## config.mk

```make
export PLATFORM = sky130hd
export DESIGN_NAME = uart_fifo_param
export DESIGN_NICKNAME = d
export VERILOG_FILES = /design/src/rtl/uart_pkg.sv /design/src/rtl/uart_fifo_ram.sv /design/src/rtl/uart_fifo_param.sv
export SDC_FILE = /design/constraint.sdc
export NUM_CORES = 1
export LEC_CHECK = 0
export CAP_MARGIN = 20
export CORE_ASPECT_RATIO = 0.6
export CORE_MARGIN = 3
export CORE_UTILIZATION = 60
export DETAILED_ROUTE_END_ITERATION = 8
export MAX_ROUTING_LAYER = met4
export PLACE_DENSITY = 0.84
export SLEW_MARGIN = 20
export SYNTH_ARGS = -nofsm -noshare
export SYNTH_HDL_FRONTEND = slang
export SYNTH_SLANG_ARGS = --single-unit
```

## constraint.sdc

```tcl
create_clock -name clk -period 5.6 [get_ports clk]
set_input_delay 0.56 -clock clk [delete_from_list [all_inputs] [get_ports clk]]
set_output_delay 0.56 -clock clk [all_outputs]
set_load 0.02 [all_outputs]
```

## src/rtl/uart_pkg.sv

```systemverilog
// Shared types and helpers for the UART FIFO.
//   trig_sel_e : encodings of the 2-bit trigger-level select input
//   cw_f       : width needed to hold an occupancy of 0..depth
package uart_pkg;

  typedef enum logic [1:0] {
    TRIG_1  = 2'd0,
    TRIG_4  = 2'd1,
    TRIG_8  = 2'd2,
    TRIG_14 = 2'd3
  } trig_sel_e;

  function automatic int cw_f(input int depth);
    return $clog2(depth + 1);
  endfunction

endpackage

```

## src/rtl/uart_fifo_ram.sv

```systemverilog
// Storage array for uart_fifo_param: DEPTH words of W bits.
// Ports:
//   clk    in  rising-edge clock
//   we     in  write enable
//   waddr  in  write address (AW bits)
//   wdata  in  write data (W bits)
//   raddr  in  read address (AW bits)
//   rdata  out asynchronous read data (W bits)
module uart_fifo_ram #(
  parameter int W     = 11,
  parameter int DEPTH = 16,
  parameter int AW    = 4
) (
  input  logic          clk,
  input  logic          we,
  input  logic [AW-1:0] waddr,
  input  logic [W-1:0]  wdata,
  input  logic [AW-1:0] raddr,
  output logic [W-1:0]  rdata
);

  logic [W-1:0] mem [DEPTH];

  // NOTE: the array has no reset; the occupancy count alone decides which
  // words are meaningful, and a reset would only cost area and routing.
  always_ff @(posedge clk) begin
    if (we) mem[waddr] <= wdata;
  end

  assign rdata = mem[raddr];

endmodule

```

## src/rtl/uart_fifo_param.sv

```systemverilog
// TX/RX FIFO for the 16550 UART; one instance per direction.
// First-word-fall-through circular buffer with occupancy count, trigger
// level, sticky overrun/underrun flags and per-entry error tags.
// Ports:
//   clk, rst_n          clock, asynchronous active-low reset
//   fifo_en             1 = DEPTH entries, 0 = 16450 single-entry mode
//   flush               synchronous clear of the contents
//   push, din, err_in   write request, data and error tag
//   pop                 read request (removes the head)
//   dout, err_out       head data/tag, 0 when empty
//   count, empty, full  occupancy status
//   trig_sel, trig      trigger-level select and count >= level
//   err_any             some stored entry carries a nonzero tag
//   overrun, underrun   sticky reject flags, cleared by flag_clr
module uart_fifo_param import uart_pkg::*; #(
  parameter  int DATA_W  = 8,
  parameter  int ERR_W   = 3,
  parameter  int DEPTH   = 16,
  parameter  int TRIG_L0 = 1,
  parameter  int TRIG_L1 = 4,
  parameter  int TRIG_L2 = 8,
  parameter  int TRIG_L3 = 14,
  localparam int CW      = cw_f(DEPTH),
  localparam int EW      = (ERR_W > 0) ? ERR_W : 1
) (
  input  logic              clk,
  input  logic              rst_n,
  input  logic              fifo_en,
  input  logic              flush,
  input  logic              push,
  input  logic [DATA_W-1:0] din,
  input  logic [EW-1:0]     err_in,
  input  logic              pop,
  output logic [DATA_W-1:0] dout,
  output logic [EW-1:0]     err_out,
  output logic [CW-1:0]     count,
  output logic              empty,
  output logic              full,
  input  logic [1:0]        trig_sel,
  output logic              trig,
  output logic              err_any,
  output logic              overrun,
  output logic              underrun,
  input  logic              flag_clr
);

  localparam int AW = $clog2(DEPTH);
  localparam int W  = DATA_W + EW;

  logic [AW-1:0] wr_ptr_q, wr_ptr_d, rd_ptr_q, rd_ptr_d;
  logic [CW-1:0] count_q, count_d, err_cnt_q, err_cnt_d;
  logic          overrun_q, overrun_d, underrun_q, underrun_d;
  logic          fifo_en_q, fifo_en_d;

  logic          clr, push_ok, pop_ok, tag_in_nz, tag_head_nz;
  logic [CW-1:0] cap, lvl;
  logic [EW-1:0] tag_in, rd_tag;
  logic [W-1:0]  rd_word;

  // With ERR_W = 0 the tag lane is a single constant-zero bit.
  assign tag_in = (ERR_W > 0) ? err_in : '0;

  uart_fifo_ram #(.W(W), .DEPTH(DEPTH), .AW(AW)) u_ram (
    .clk   (clk),
    .we    (push_ok),
    .waddr (wr_ptr_q),
    .wdata ({tag_in, din}),
    .raddr (rd_ptr_q),
    .rdata (rd_word)
  );

  assign rd_tag = (ERR_W > 0) ? rd_word[W-1:DATA_W] : '0;

  always_comb begin
    // NOTE: every signal gets a default first so no path leaves it
    // unassigned, which would otherwise infer a latch.
    wr_ptr_d   = wr_ptr_q;
    rd_ptr_d   = rd_ptr_q;
    count_d    = count_q;
    err_cnt_d  = err_cnt_q;
    overrun_d  = overrun_q;
    underrun_d = underrun_q;
    fifo_en_d  = fifo_en;

    // A mode change reuses the flush path so stale entries never leak
    // across the capacity switch.
    clr   = flush | (fifo_en ^ fifo_en_q);
    cap   = fifo_en_q ? CW'(DEPTH) : CW'(1);
    empty = (count_q == '0);
    full  = (count_q == cap);

    pop_ok      = pop & ~empty & ~clr;
    push_ok     = push & (~full | pop_ok) & ~clr;
    tag_in_nz   = |tag_in;
    tag_head_nz = |rd_tag;

    if (clr) begin
      wr_ptr_d  = '0;
      rd_ptr_d  = '0;
      count_d   = '0;
      err_cnt_d = '0;
    end else begin
      if (push_ok) wr_ptr_d = wr_ptr_q + AW'(1);
      if (pop_ok)  rd_ptr_d = rd_ptr_q + AW'(1);
      case ({push_ok, pop_ok})
        2'b10:   count_d = count_q + CW'(1);
        2'b01:   count_d = count_q - CW'(1);
        default: count_d = count_q;
      endcase
      case ({push_ok & tag_in_nz, pop_ok & tag_head_nz})
        2'b10:   err_cnt_d = err_cnt_q + CW'(1);
        2'b01:   err_cnt_d = err_cnt_q - CW'(1);
        default: err_cnt_d = err_cnt_q;
      endcase
    end

    // Clear first, then set, so a same-cycle set event wins.
    if (flag_clr) begin
      overrun_d  = 1'b0;
      underrun_d = 1'b0;
    end
    if (push & ~push_ok & ~clr) overrun_d  = 1'b1;
    if (pop & empty & ~clr)     underrun_d = 1'b1;

    case (trig_sel_e'(trig_sel))
      TRIG_1:  lvl = CW'(TRIG_L0);
      TRIG_4:  lvl = CW'(TRIG_L1);
      TRIG_8:  lvl = CW'(TRIG_L2);
      default: lvl = CW'(TRIG_L3);
    endcase
  end

  // NOTE: state registers use non-blocking assignment so every flop
  // samples the pre-edge values of the others.
  always_ff @(posedge clk or negedge rst_n) begin
    if (!rst_n) begin
      wr_ptr_q   <= '0;
      rd_ptr_q   <= '0;
      count_q    <= '0;
      err_cnt_q  <= '0;
      overrun_q  <= 1'b0;
      underrun_q <= 1'b0;
      fifo_en_q  <= 1'b1;
    end else begin
      wr_ptr_q   <= wr_ptr_d;
      rd_ptr_q   <= rd_ptr_d;
      count_q    <= count_d;
      err_cnt_q  <= err_cnt_d;
      overrun_q  <= overrun_d;
      underrun_q <= underrun_d;
      fifo_en_q  <= fifo_en_d;
    end
  end

  assign count    = count_q;
  assign dout     = empty ? '0 : rd_word[DATA_W-1:0];
  assign err_out  = empty ? '0 : rd_tag;
  assign trig     = fifo_en_q ? (count_q >= lvl) : ~empty;
  assign err_any  = (err_cnt_q != '0);
  assign overrun  = overrun_q;
  assign underrun = underrun_q;

endmodule

```

# Yosys cells after proc, flatten, opt, wreduce, memory -nomap -nowiden
# Memories as Yosys holds them, arrays and structs flattened.
# Index checks and enable logic that the tools add are counted.
# word_totals
regBits,21
mem_bits_rw,176
output_inout_bits,22
elab_cells,68
n_memories,1
# memory_table
name,depth,word_bits,rd,rd_ports_with_merged_regs,wr,line,text
u_ram.mem,16,11,1,0,1,uart_fifo_ram.sv:22,logic [W-1:0] mem [DEPTH];
# op_classes
n_addsub,6
order_cmp,1
n_eq_ne,7
muxes,18
bitwise,17
n_reduce_logical,11
# op_table
operator,n
case mux 5 bit (2 select lines),2
two-way mux 4 bit,4
two-way mux 5 bit,3
case mux 4 bit (3 select lines),1
adder 5 x 1 -> 5 bit (second input constant),2
AND 1 bit,10
subtractor 5 x 1 -> 5 bit (second input constant),2
adder 4 x 1 -> 4 bit (second input constant),2
two-way mux 8 bit,1
nonzero test 2 bit,4
equality test 2 x 1 -> 1 bit (second input constant),3
equality test 2 bit (second input constant),3
two-way mux 1 bit,6
nonzero test 3 bit,2
OR reduction 3 bit,2
equality test 5 bit,1
greater-or-equal comparator 5 bit,1
zero test 5 bit,1
nonzero test 5 bit,1
inverter 1 bit,4
two-way mux 3 bit,1
zero test 2 bit,1
bitwise OR 1 bit,2
XOR 1 bit,1

# Depth between registers and ports, before layout
# logic_depth
word_depth,11
ltp_mapped,15
mapped_depth_nobuf,13

# Hierarchy
# Synthesis repeated with hierarchy kept, for this count alone.
# unflattened
hier_cells,472
area_unflattened_um2,8409.3
# by_module_without_submodules
module,n_inst,cells_each,area_each_um2,seq_area_each_um2
uart_fifo_ram,1,294,6819.0,5285.1
uart_fifo_param,1,178,1590.3,526.8

# Worst setup path before layout
# No wires, ideal clock.
# synth_timing
path_kind,flip-flop to flip-flop
from,reg rd_ptr_q[0]
to,reg err_cnt_q[4]
setup_ns,0.120
arrival_time_ns,2.885
slack_ns,2.594
path_stages_with_launch,16
n_path_buf,2
period_less_slack_ns,3.006
path_cell_list,dfrtp_1 -> buf_6 -> buf_6 -> mux4_2 -> a22oi_2 -> nand3_2 -> o31ai_4 -> nand2b_1 -> inv_1 -> ha_1 -> nor2b_1 -> o21ai_0 -> nor2b_1 -> a21oi_1 -> o21bai_1 -> nand2_1
# synth_between
elab_chain_len,6
# synth_rtl
item,line,text
start: declaration,uart_fifo_param.sv:50,"logic [AW-1:0] wr_ptr_q, wr_ptr_d, rd_ptr_q, rd_ptr_d;"
start signal: assignment,uart_fifo_param.sv:146,rd_ptr_q <= rd_ptr_d;
memory (16 x 11 bit) *,--,
OR reduction 3 bit *,uart_fifo_param.sv:95,tag_head_nz = |rd_tag;
AND 1 bit *,uart_fifo_param.sv:110,"case ({push_ok & tag_in_nz, pop_ok & tag_head_nz})"
equality test 2 x 1 -> 1 bit or equality test 2 bit (tied branches),uart_fifo_param.sv:110,
case mux 5 bit (2 select lines),uart_fifo_param.sv:110,
two-way mux 5 bit,uart_fifo_param.sv:97,if (clr) begin
end signal: assignment,uart_fifo_param.sv:148,err_cnt_q <= err_cnt_d;
end: declaration,uart_fifo_param.sv:51,"logic [CW-1:0] count_q, count_d, err_cnt_q, err_cnt_d;"
# Every way passes the cells marked *; elsewhere a longest branch is shown, timed or not.
# A chain may end at the register's enable or synchronous reset.

# Worst setup path in the final report
# layout_timing
from,reg rd_ptr_q[2]
to,out dout[1]
# layout_between
elab_chain_len,2
# layout_rtl
item,line,text
memory (16 x 11 bit),--,
two-way mux 8 bit,uart_fifo_param.sv:156,assign dout = empty ? '0 : rd_word[DATA_W-1:0];
end: declaration,uart_fifo_param.sv:34,"output logic [DATA_W-1:0] dout,"
# Every way passes these cells.

==> summary.md <==
| Metric | Value |
|---|---|
| Status | `completed` |
| Worst hold path class | `in2async` |
| Final ANT Viol Nets | `0` |
| Std-Cell Rows | `32` |
| FF+latch count, synth | `197` |
| # fillers | `787` |
| Post-CTS Setup Bufs | `0` |
| Setup violators final | `0` |
| Final WL | `17300 um` |
| Final Skew | `19.1 ps` |
| Post-synth cell types | `49` |
| Yosys warns | `0` |
| Initial antenna violation count | `0` |
| First-pass GRT wire length | `27000 um` |
| CP Buf/Inv Count | `1` |
| WP data required | `5040 ps` |
| Worst Max-Slew Pin Slew | `1030 ps` |
| Die footprint | `15400 sq um` |
| Via count | `4682` |
| Net count after synthesis | `537` |
| Total gr overflow | `0` |
| Top area cells in the synthesized netlist | `edfxtp_1 (63%), mux4_2 (7.5%), dfrtp_1 (6.0%)` |
| Post-synth EDFFs | `176` |
| Compound-Gate Fraction of Synth Area | `6.02%` |
| Max Slew Vio Count | `0` |
| Post-synth top area cell | `edfxtp_1` |
| Clk buf depth | `2` |
| Worst Path Arrival | `3730 ps` |
| Fin nets | `582` |
| Max Freq | `0.233 GHz` |
| Mux cell area share after synthesis | `11.9%` |
| Setup tns final | `0 ps` |
| Layout Area Growth over Synthesis | `13.5%` |
| Max IR drop VDD | `0.223 mV` |
| Via density | `6.43` |
| Tot GR Track Use | `24.8%` |
| Rel. slew slack | `30.9%` |
| CTS tree | `done` |
| Yosys top cell area share | `63.2%` |
| Layout cells sized above 1 | `13.4%` |
| Largest net degree at the start of global routing | `40` |
| DR WL/cell | `23.8 um` |
| Worst reg2reg endpoint | `err_cnt_q[4]$_DFFE_PN0P_` |
| Port buffer count | `41` |
| Root Driver | `clkbuf_16` |
| Slowest CP cell | `dfrtp_1` |
| Post-Synth XOR/XNOR Area | `1.57%` |
| Simple-gate area share of the yosys netlist | `6.30%` |
| Reg2reg start | `rd_ptr_q[0]$_DFFE_PN0P_` |
| Starting density of the core | `63.3%` |
| Startpoint types | `flip-flop` |
| Mapped cell area | `8360 sq um` |
| # IOs | `42` |
| CTS buffer count | `17` |
| Drt pass-1 iters | `6` |
| Max Cap Violations | `0` |
| DP HPWL | `11000 um` |
| DRC | `0` |
| ANT cells | `0` |
| P_leak | `3.12 nW` |
| Overall Power | `3.05 mW` |
| Vias in the first global route | `4520` |
| Avg Cell Area, Syn | `16.7 sq um` |
| RSZ-0062 raised after global routing | `no` |
| Post-CTS sizing | `0` |
| Crit-path max cell delay | `800 ps` |
| Core area | `13200 sq um` |
| Register area share after synthesis | `69.5%` |
| Final Cycle Share | `76.7%` |
| Post-synth top flop | `edfxtp_1` |
| Die W | `158 um` |
| Crit path capture type | `primary output` |
| Crit Path Max Fanout | `18` |
| Min Tclk post-route | `4290 ps` |
| Async set or reset register ratio after synthesis | `10.7%` |
| Power Density | `321 nW/um^2` |
| Clock tree sinks | `197` |
| DIE HEIGHT | `97.4 um` |
| Initial drt markers | `514` |
| Gate Count Post-Synth | `500` |
| Clk slew on worst S/H paths | `70 ps` |
| H-tree levels | `4` |
| Hold-fix buffers, CTS | `0` |
| Levels on crit path | `5` |
| R2R cell count | `14` |
| Crit path max-delay family | `compound AO/OA/AOI/OAI gates` |
| Crit path cell chain | `nand2_1 -> o221ai_1 -> o22ai_1 -> a211oi_1 -> clkdlybuf4s50_1` |
| Crit Path Category | `reg2out` |
| Clock Latency Late Sink | `440 ps` |
| Post-Synth Adder-Cell Area | `2.72%` |
| Top-count cell post-synth | `edfxtp_1` |
| Reg2Reg Setup Slack | `1550 ps` |
| Final hold vios | `0` |
| Main combinational cell family by area after synthesis | `multiplexers` |
| GP Congestion | `0.819` |
| Top cells by count, synth | `edfxtp_1 (176), mux2i_1 (36), mux4_2 (28), nand2_1 (26), dfrtp_1 (20)` |
state kept, by name, indices dropped and copies added, names as in the netlist:
name       flops
u_ram.mem    176
count          5
err_cnt_q      5
rd_ptr_q       4
wr_ptr_q       4
fifo_en_q      1
overrun        1
underrun       1
power by group:
group	internal, mW	leakage, nW	switching, mW
clock network	0.627	0.267	0.555
logic	0.104	0.985	0.135
registers	1.61	1.87	0.0191
total	2.34	3.12	0.709
cell families after synthesis:
family	Yosys count
AOI/OAI and AO/OA	67
xor gates and xnor gates	15
adders and majority gates	17
buffers and inverters	38
DFF	197
muxes	64
and+or+nand+nor	102
metal layers:
layer / vias to the layer above / wire [um] / track usage, %
met5: - / 0 / -
li1: 2057 / - / -
met1: 2382 / 7910 / 38.8
met3: 13 / 1480 / 6.32
met4: 0 / 156 / 6.28
met2: 230 / 7760 / 33.1
area by class of cell:
| cell class | instances | area (sq um) | area share [%] |
|---|---|---|---|
| flip-flops and latches | 197 | 5820 | 61.3 |
| clock inverters | 14 | 144 | 1.52 |
| inverters | 18 | 67.6 | 0.712 |
| clock buffers | 18 | 429 | 4.52 |
| multi-input cells | 265 | 2380 | 25.1 |
| repair buffers | 46 | 443 | 4.67 |
| well taps | 170 | 213 | 2.24 |
worst max-delay path by stage:
stage	to	start	slack, ps
floorplan	err_cnt_q[4]$_DFFE_PN0P_	rd_ptr_q[0]$_DFFE_PN0P_	2590
global placement	err_cnt_q[4]$_DFFE_PN0P_	rd_ptr_q[0]$_DFFE_PN0P_	1710
detailed placement	err_cnt_q[4]$_DFFE_PN0P_	rd_ptr_q[0]$_DFFE_PN0P_	1560
CTS	dout[1]	rd_ptr_q[0]$_DFFE_PN0P_	1370
global route	dout[0]	rd_ptr_q[0]$_DFFE_PN0P_	1240
finish	dout[1]	rd_ptr_q[2]$_DFFE_PN0P_	1310
cell usage in the layout, fill, tap and decap left out, drive strengths merged, types with 2 or more instances in the layout:
cell type	instances
nor3b	3
buf	6
a31oi	2
and2	16
inv	23
o22ai	9
clkinv	3
nand2b	5
nor4	3
clkdlybuf4s50	40
or3	3
a21o	3
xnor2	9
nor2b	7
nor3	3
o31ai	2
o221ai	16
a211oi	8
nor2	18
xor2	6
a21oi	9
clkinvlp	5
nand2	26
nand3	13
or2	2
dfrtp	20
o21ai	10
mux4	28
mux2i	36
fa	2
a22oi	3
ha	15
edfxtp	176
clkbuf	18
stage by stage:
step                setup slack, ps  hold slack, ps  utilization (%)  cell area (sq um)  instances
floorplan                      2590             264                -               8360        500
finish                         1310            85.0             71.8               9490        728
global route                   1240             112             71.8               9490        728
global placement               1710             501             67.5               8920        696
CTS                            1370             513             71.9               9500        728
detailed placement             1560             501             67.5               8920        696
Note: power is estimated with default switching activity, not from simulation.
